===== src/rtl/wb_mtimer.sv =====
// rtl/wb_mtimer.sv - Wishbone classic 64-bit machine timer with prescaler and compare interrupt
module wb_mtimer #(
    parameter int AW = 30,
    parameter int DW = 32
) (
    input  logic            wb_clk_i,
    input  logic            wb_reset_ni,
    input  logic [AW-1:0]   wb_adr_i,
    input  logic [DW-1:0]   wb_dat_i,
    output logic [DW-1:0]   wb_dat_o,
    input  logic            wb_we_i,
    input  logic [DW/8-1:0] wb_sel_i,
    output logic            wb_ack_o,
    input  logic            wb_cyc_i,
    input  logic            wb_stb_i,
    output logic            timer_irq_o
);

    logic [63:0] mtime;
    logic [63:0] mtimecmp;
    logic [31:0] hi_shadow;
    logic [15:0] prescale;
    logic [15:0] pcnt;
    logic        en;
    logic        ie;

    logic        accept;
    logic        wr;
    logic        rd;
    logic [2:0]  adr;
    logic        tick;
    logic        match;
    logic [31:0] cur_word;
    logic [31:0] rdata;
    logic [31:0] wr_word;
    logic        unused_adr;

    assign unused_adr = ^wb_adr_i[AW-1:3];
    assign adr        = wb_adr_i[2:0];
    assign accept     = wb_cyc_i & wb_stb_i & ~wb_ack_o;
    assign wr         = accept & wb_we_i;
    assign rd         = accept & ~wb_we_i;
    assign tick       = en && (pcnt == prescale);
    assign match      = (mtime >= mtimecmp);

    function automatic logic [31:0] merge_lanes(input logic [31:0] old_word,
                                                input logic [31:0] new_word,
                                                input logic [3:0]  sel);
        logic [31:0] res;
        res = old_word;
        for (int i = 0; i < 4; i++) begin
            if (sel[i]) res[8*i +: 8] = new_word[8*i +: 8];
        end
        return res;
    endfunction

    // cur_word is the true register content, used as the base for partial-lane writes
    always_comb begin
        cur_word = '0;
        case (adr)
            3'd0:    cur_word = mtime[31:0];
            3'd1:    cur_word = mtime[63:32];
            3'd2:    cur_word = mtimecmp[31:0];
            3'd3:    cur_word = mtimecmp[63:32];
            3'd4:    cur_word = {30'd0, ie, en};
            3'd5:    cur_word = {16'd0, prescale};
            default: cur_word = '0;
        endcase
    end

    always_comb begin
        rdata = cur_word;
        if (adr == 3'd1) rdata = hi_shadow;
        if (adr == 3'd6) rdata = {31'd0, match};
    end

    assign wr_word = merge_lanes(cur_word, wb_dat_i, wb_sel_i);

    always_ff @(posedge wb_clk_i) begin
        if (!wb_reset_ni) begin
            mtime       <= '0;
            mtimecmp    <= '1;
            hi_shadow   <= '0;
            prescale    <= '0;
            pcnt        <= '0;
            en          <= 1'b0;
            ie          <= 1'b0;
            wb_ack_o    <= 1'b0;
            wb_dat_o    <= '0;
            timer_irq_o <= 1'b0;
        end else begin
            wb_ack_o    <= accept;
            wb_dat_o    <= accept ? rdata : '0;
            timer_irq_o <= ie & match;

            if (!en || (wr && adr == 3'd5) || tick) begin
                pcnt <= '0;
            end else begin
                pcnt <= pcnt + 16'd1;
            end

            // A bus write to either mtime half swallows that cycle's tick
            if (wr && adr == 3'd0) begin
                mtime[31:0] <= wr_word;
            end else if (wr && adr == 3'd1) begin
                mtime[63:32] <= wr_word;
            end else if (tick) begin
                mtime <= mtime + 64'd1;
            end

            if (rd && adr == 3'd0) hi_shadow <= mtime[63:32];

            if (wr) begin
                case (adr)
                    3'd2: mtimecmp[31:0]  <= wr_word;
                    3'd3: mtimecmp[63:32] <= wr_word;
                    3'd4: begin
                        en <= wr_word[0];
                        ie <= wr_word[1];
                    end
                    3'd5: prescale <= wr_word[15:0];
                    default: ;
                endcase
            end
        end
    end

endmodule


===== config.mk =====
export PLATFORM = sky130hd
export DESIGN_NAME = wb_mtimer
export DESIGN_NICKNAME = d
export VERILOG_FILES = /design/src/rtl/wb_mtimer.sv
export SDC_FILE = /design/constraint.sdc
export NUM_CORES = 1
export LEC_CHECK = 0
export CELL_PAD_IN_SITES_DETAIL_PLACEMENT = 1
export CELL_PAD_IN_SITES_GLOBAL_PLACEMENT = 1
export CORE_MARGIN = 2
export CORE_UTILIZATION = 29
export DETAILED_ROUTE_END_ITERATION = 16
export GPL_TIMING_DRIVEN = 0
export PLACE_DENSITY = 0.6
export SYNTH_ARGS = -nofsm -noshare
export SYNTH_HDL_FRONTEND = slang
export SYNTH_SLANG_ARGS = --single-unit

===== constraint.sdc =====
create_clock -name wb_clk_i -period 4.3 [get_ports wb_clk_i]
set_input_delay 0.86 -clock wb_clk_i [delete_from_list [all_inputs] [get_ports wb_clk_i]]
set_output_delay 0.86 -clock wb_clk_i [all_outputs]
set_load 0.01 [all_outputs]

==> qor.csv <==
metric;value;unit
hold_buf cts;0;
Max-slew headroom;1.659;%
NetSw;1.380;mW
HPWL after detailed placement;44.98;mm
root buf cell;clkbuf_16;
HP Class;register to register;
yosys warns;0;
Post-Synthesis Cell Area;12690;um2
maximum vdd drop;0.2499;mV
core area;43170;um2
post-route ant nets;0;
PostCTS Resize Cnt;0;
die extent in y;213.2;um
ys flop type;dfxtp_1;
failing checks;max-capacitance violations;
Slew @ Worst Pin;1.463;ns
CP Launch Type;input pin;
area of the multi-input gates;7413;um2
TritonCTS clock tree;yes;
later-pin clock latency in the skew report;0.58;ns
Tot Pwr;5.169;mW
switching share of power;26.70;%
final setup vio count;0;
Non-Filler Instances;2303;
crit path capture type;register;
top post-synthesis cells by area;dfxtp_1 (36%), nand2_1 (8.1%), ha_1 (6.5%), a21oi_1 (4.9%), o211ai_1 (3.8%);
Setup WS post-layout;0.1594;ns
Placer Congestion;0.9271;
PwrDens;341.3;nW/um2
global route total overflow;0;
sequential share of the synthesized area;35.97;%
Post-Synthesis Cells;1593;
most common cell after layout, fill and taps aside;nand2_1;
fin util;35.08;%
family with the most delay on the worst path;compound AO/OA/AOI/OAI gates;
Period Utilization, post-route;96.29;%
Clock power frac;49.6;%
Unique masters post-synth;71;
CTS sink cnt;228;
Worst Path Max Fanout;10;
Cell Chain, Critical Path;clkdlybuf4s50_1 > buf_2 > buf_4 > buf_2 > mux2i_1 > o21ai_0 > o31ai_1 > a21boi_0 > a21oi_1 > o22ai_1;
Crit path largest cell delay;1.28;ns
number of fillers in the final layout;5242;
Die Wd;213.2;um
Slew Limit Fails;0;
WL/cell;25.47;um
Critical Path AT;4.60;ns
H-Tree Depth;1;
I/O pin cnt;105;
Worst Path Class, Setup;input pin to register;
sequential cell area;4564;um2
FF+latch count, synth;228;
highest-count cells in the layout ignoring fill and taps;nand2_1 (273), dfxtp_1 (228), a21oi_1 (125);
row count;76;
sequential fraction of design power;41.7;%
setup TNS;0;ns
synthesized area per cell;7.966;um2
placed cell count;2251;
RSZ-0062 raised after global routing;false;
largest net degree at the start of global routing;14;
Tmin final;4.141;ns
CTS Buf Count;28;
initial DRC count;1150;
Post-Syn Nets;1730;
status;finished, violations left;
ratio of cells with drive above 1 in the final layout;5.821;%
first-pass GRT wire length;86.18;mm
drc violations;0;
drt pass-1 iters;5;
Fin Clk Skew;0.01522;ns
asr flop ratio synth;0;%
Critical Path RT;4.76;ns
diode count;0;
DIE AREA;45450;um2
P_int;3.789;mW
routed via count;12920;
Port Buffer Count;73;
worst path bufs/invs;4;
initial antenna violation count;1;
Hold Slack;0.4547;ns
placed cell areas;14150;um2
CTS clk-pin slew, worst paths;0.07;ns
Global Route Usage Sum;25.88;%
DP Worst Slack;-0.3303;ns
fin nets;1833;
fmax;241.5;MHz
Slowest cell on crit path;o31ai_1;
top-area cell type share of the netlist area;35.97;%
combinational share of power;8.7;%
Via density;5.608;
number of global-route vias before repair;13180;
Synth area leader;dfxtp_1;
Starting Density;29.39;%
Post-CTS Setup Inserts;0;
Top cell by count, worst path;buf_2;
final design area excluding fillers;15140;um2
Leak;6.639;nW
clock buffer depth;3;
routed wire length;58.65;mm
max-cap viol count;1;
number of synthesized flops with an enable pin;0;
Final Hold Fails;0;
P&R area growth vs syn;19.35;%
==> cell families after synthesis <==
group	synth area share, %
mux	4.674
buf+inv	5.610
flops	35.97
fa+ha+maj	6.508
compound gates	20.16
xor+xnor	4.279
simple gates	22.80
==> state kept, by name, summed over array words and instances (netlist names) <==
signal	flops
en	1
hi_shadow	32
ie	1
mtime	64
mtimecmp	64
pcnt	16
prescale	16
timer_irq_o	1
wb_ack_o	1
wb_dat_o	32
==> worst reg2reg max path: stages, from the launching register on <==
cell and delay, ns:
dfxtp_1 0.62, ha_1 0.26, nand4_1 0.15, nor4_1 0.91, nand2_1 0.26, or4b_2 0.74, and3_1 0.21, a21oi_1 0.29
==> path summary, 6_finish.rpt <==
path,from,end,slack [ns],depth (start not counted)
max,wb_adr_i[1],mtime[42]$_SDFFE_PN0P_,0.16,10
min,hi_shadow[9]$_SDFFE_PN0P_,hi_shadow[9]$_SDFFE_PN0P_,0.45,2
max reg2reg,mtime[39]$_SDFFE_PN0P_,wb_dat_o[0]$_SDFF_PN0_,0.72,7
min reg2reg,hi_shadow[9]$_SDFFE_PN0P_,hi_shadow[9]$_SDFFE_PN0P_,0.45,2
==> Yosys cell counts, types with 9 or more instances <==
| master | n |
|---|---|
| nand2_1 | 273 |
| dfxtp_1 | 228 |
| a21oi_1 | 125 |
| nor2_1 | 118 |
| inv_1 | 83 |
| clkbuf_1 | 72 |
| ha_1 | 66 |
| o211ai_1 | 64 |
| o21ai_0 | 56 |
| nand3_1 | 49 |
| nor3_1 | 49 |
| xnor2_1 | 43 |
| mux2i_1 | 39 |
| nand4_1 | 29 |
| nor4_1 | 26 |
| a22o_1 | 23 |
| xor2_1 | 19 |
| a221o_1 | 18 |
| and3_1 | 18 |
| a21o_1 | 13 |
| buf_2 | 13 |
| buf_1 | 11 |
| and4_1 | 10 |
| a221oi_1 | 9 |
==> cell type report <==
| type | instances | area share, % |
|---|---|---|
| multi-input combinational | 1182 | 48.95 |
| sequential | 228 | 30.14 |
| clock buffer | 36 | 5.362 |
| tap | 585 | 4.833 |
| timing repair buffer | 73 | 4.825 |
| buffer | 99 | 2.619 |
| inverter | 84 | 2.082 |
| clock inverter | 16 | 1.190 |
==> metal layers <==
| layer | up-vias | part of all wire [%] | GRT usage [%] |
|---|---|---|---|
| met4 | 2 | 5.1 | 11.85 |
| met1 | 6479 | 45 | 34.24 |
| met5 | - | 0.022 | 0 |
| li1 | 5918 | - | - |
| met3 | 124 | 4.5 | 2.897 |
| met2 | 392 | 45 | 42.26 |
==> power groups by stage <==
stage | clock (mW) | sequential (mW) | combinational [mW]
6_report | 2.57 | 2.15 | 0.449
5_1_grt | 2.70 | 2.15 | 0.471
4_1_cts | 2.61 | 2.15 | 0.443
3_5_place_dp | 0 | 2.20 | 0.441
3_3_place_gp | 0 | 2.20 | 0.439
2_1_floorplan | 0 | 2.19 | 0.217
(Power assumes the default switching activity.)
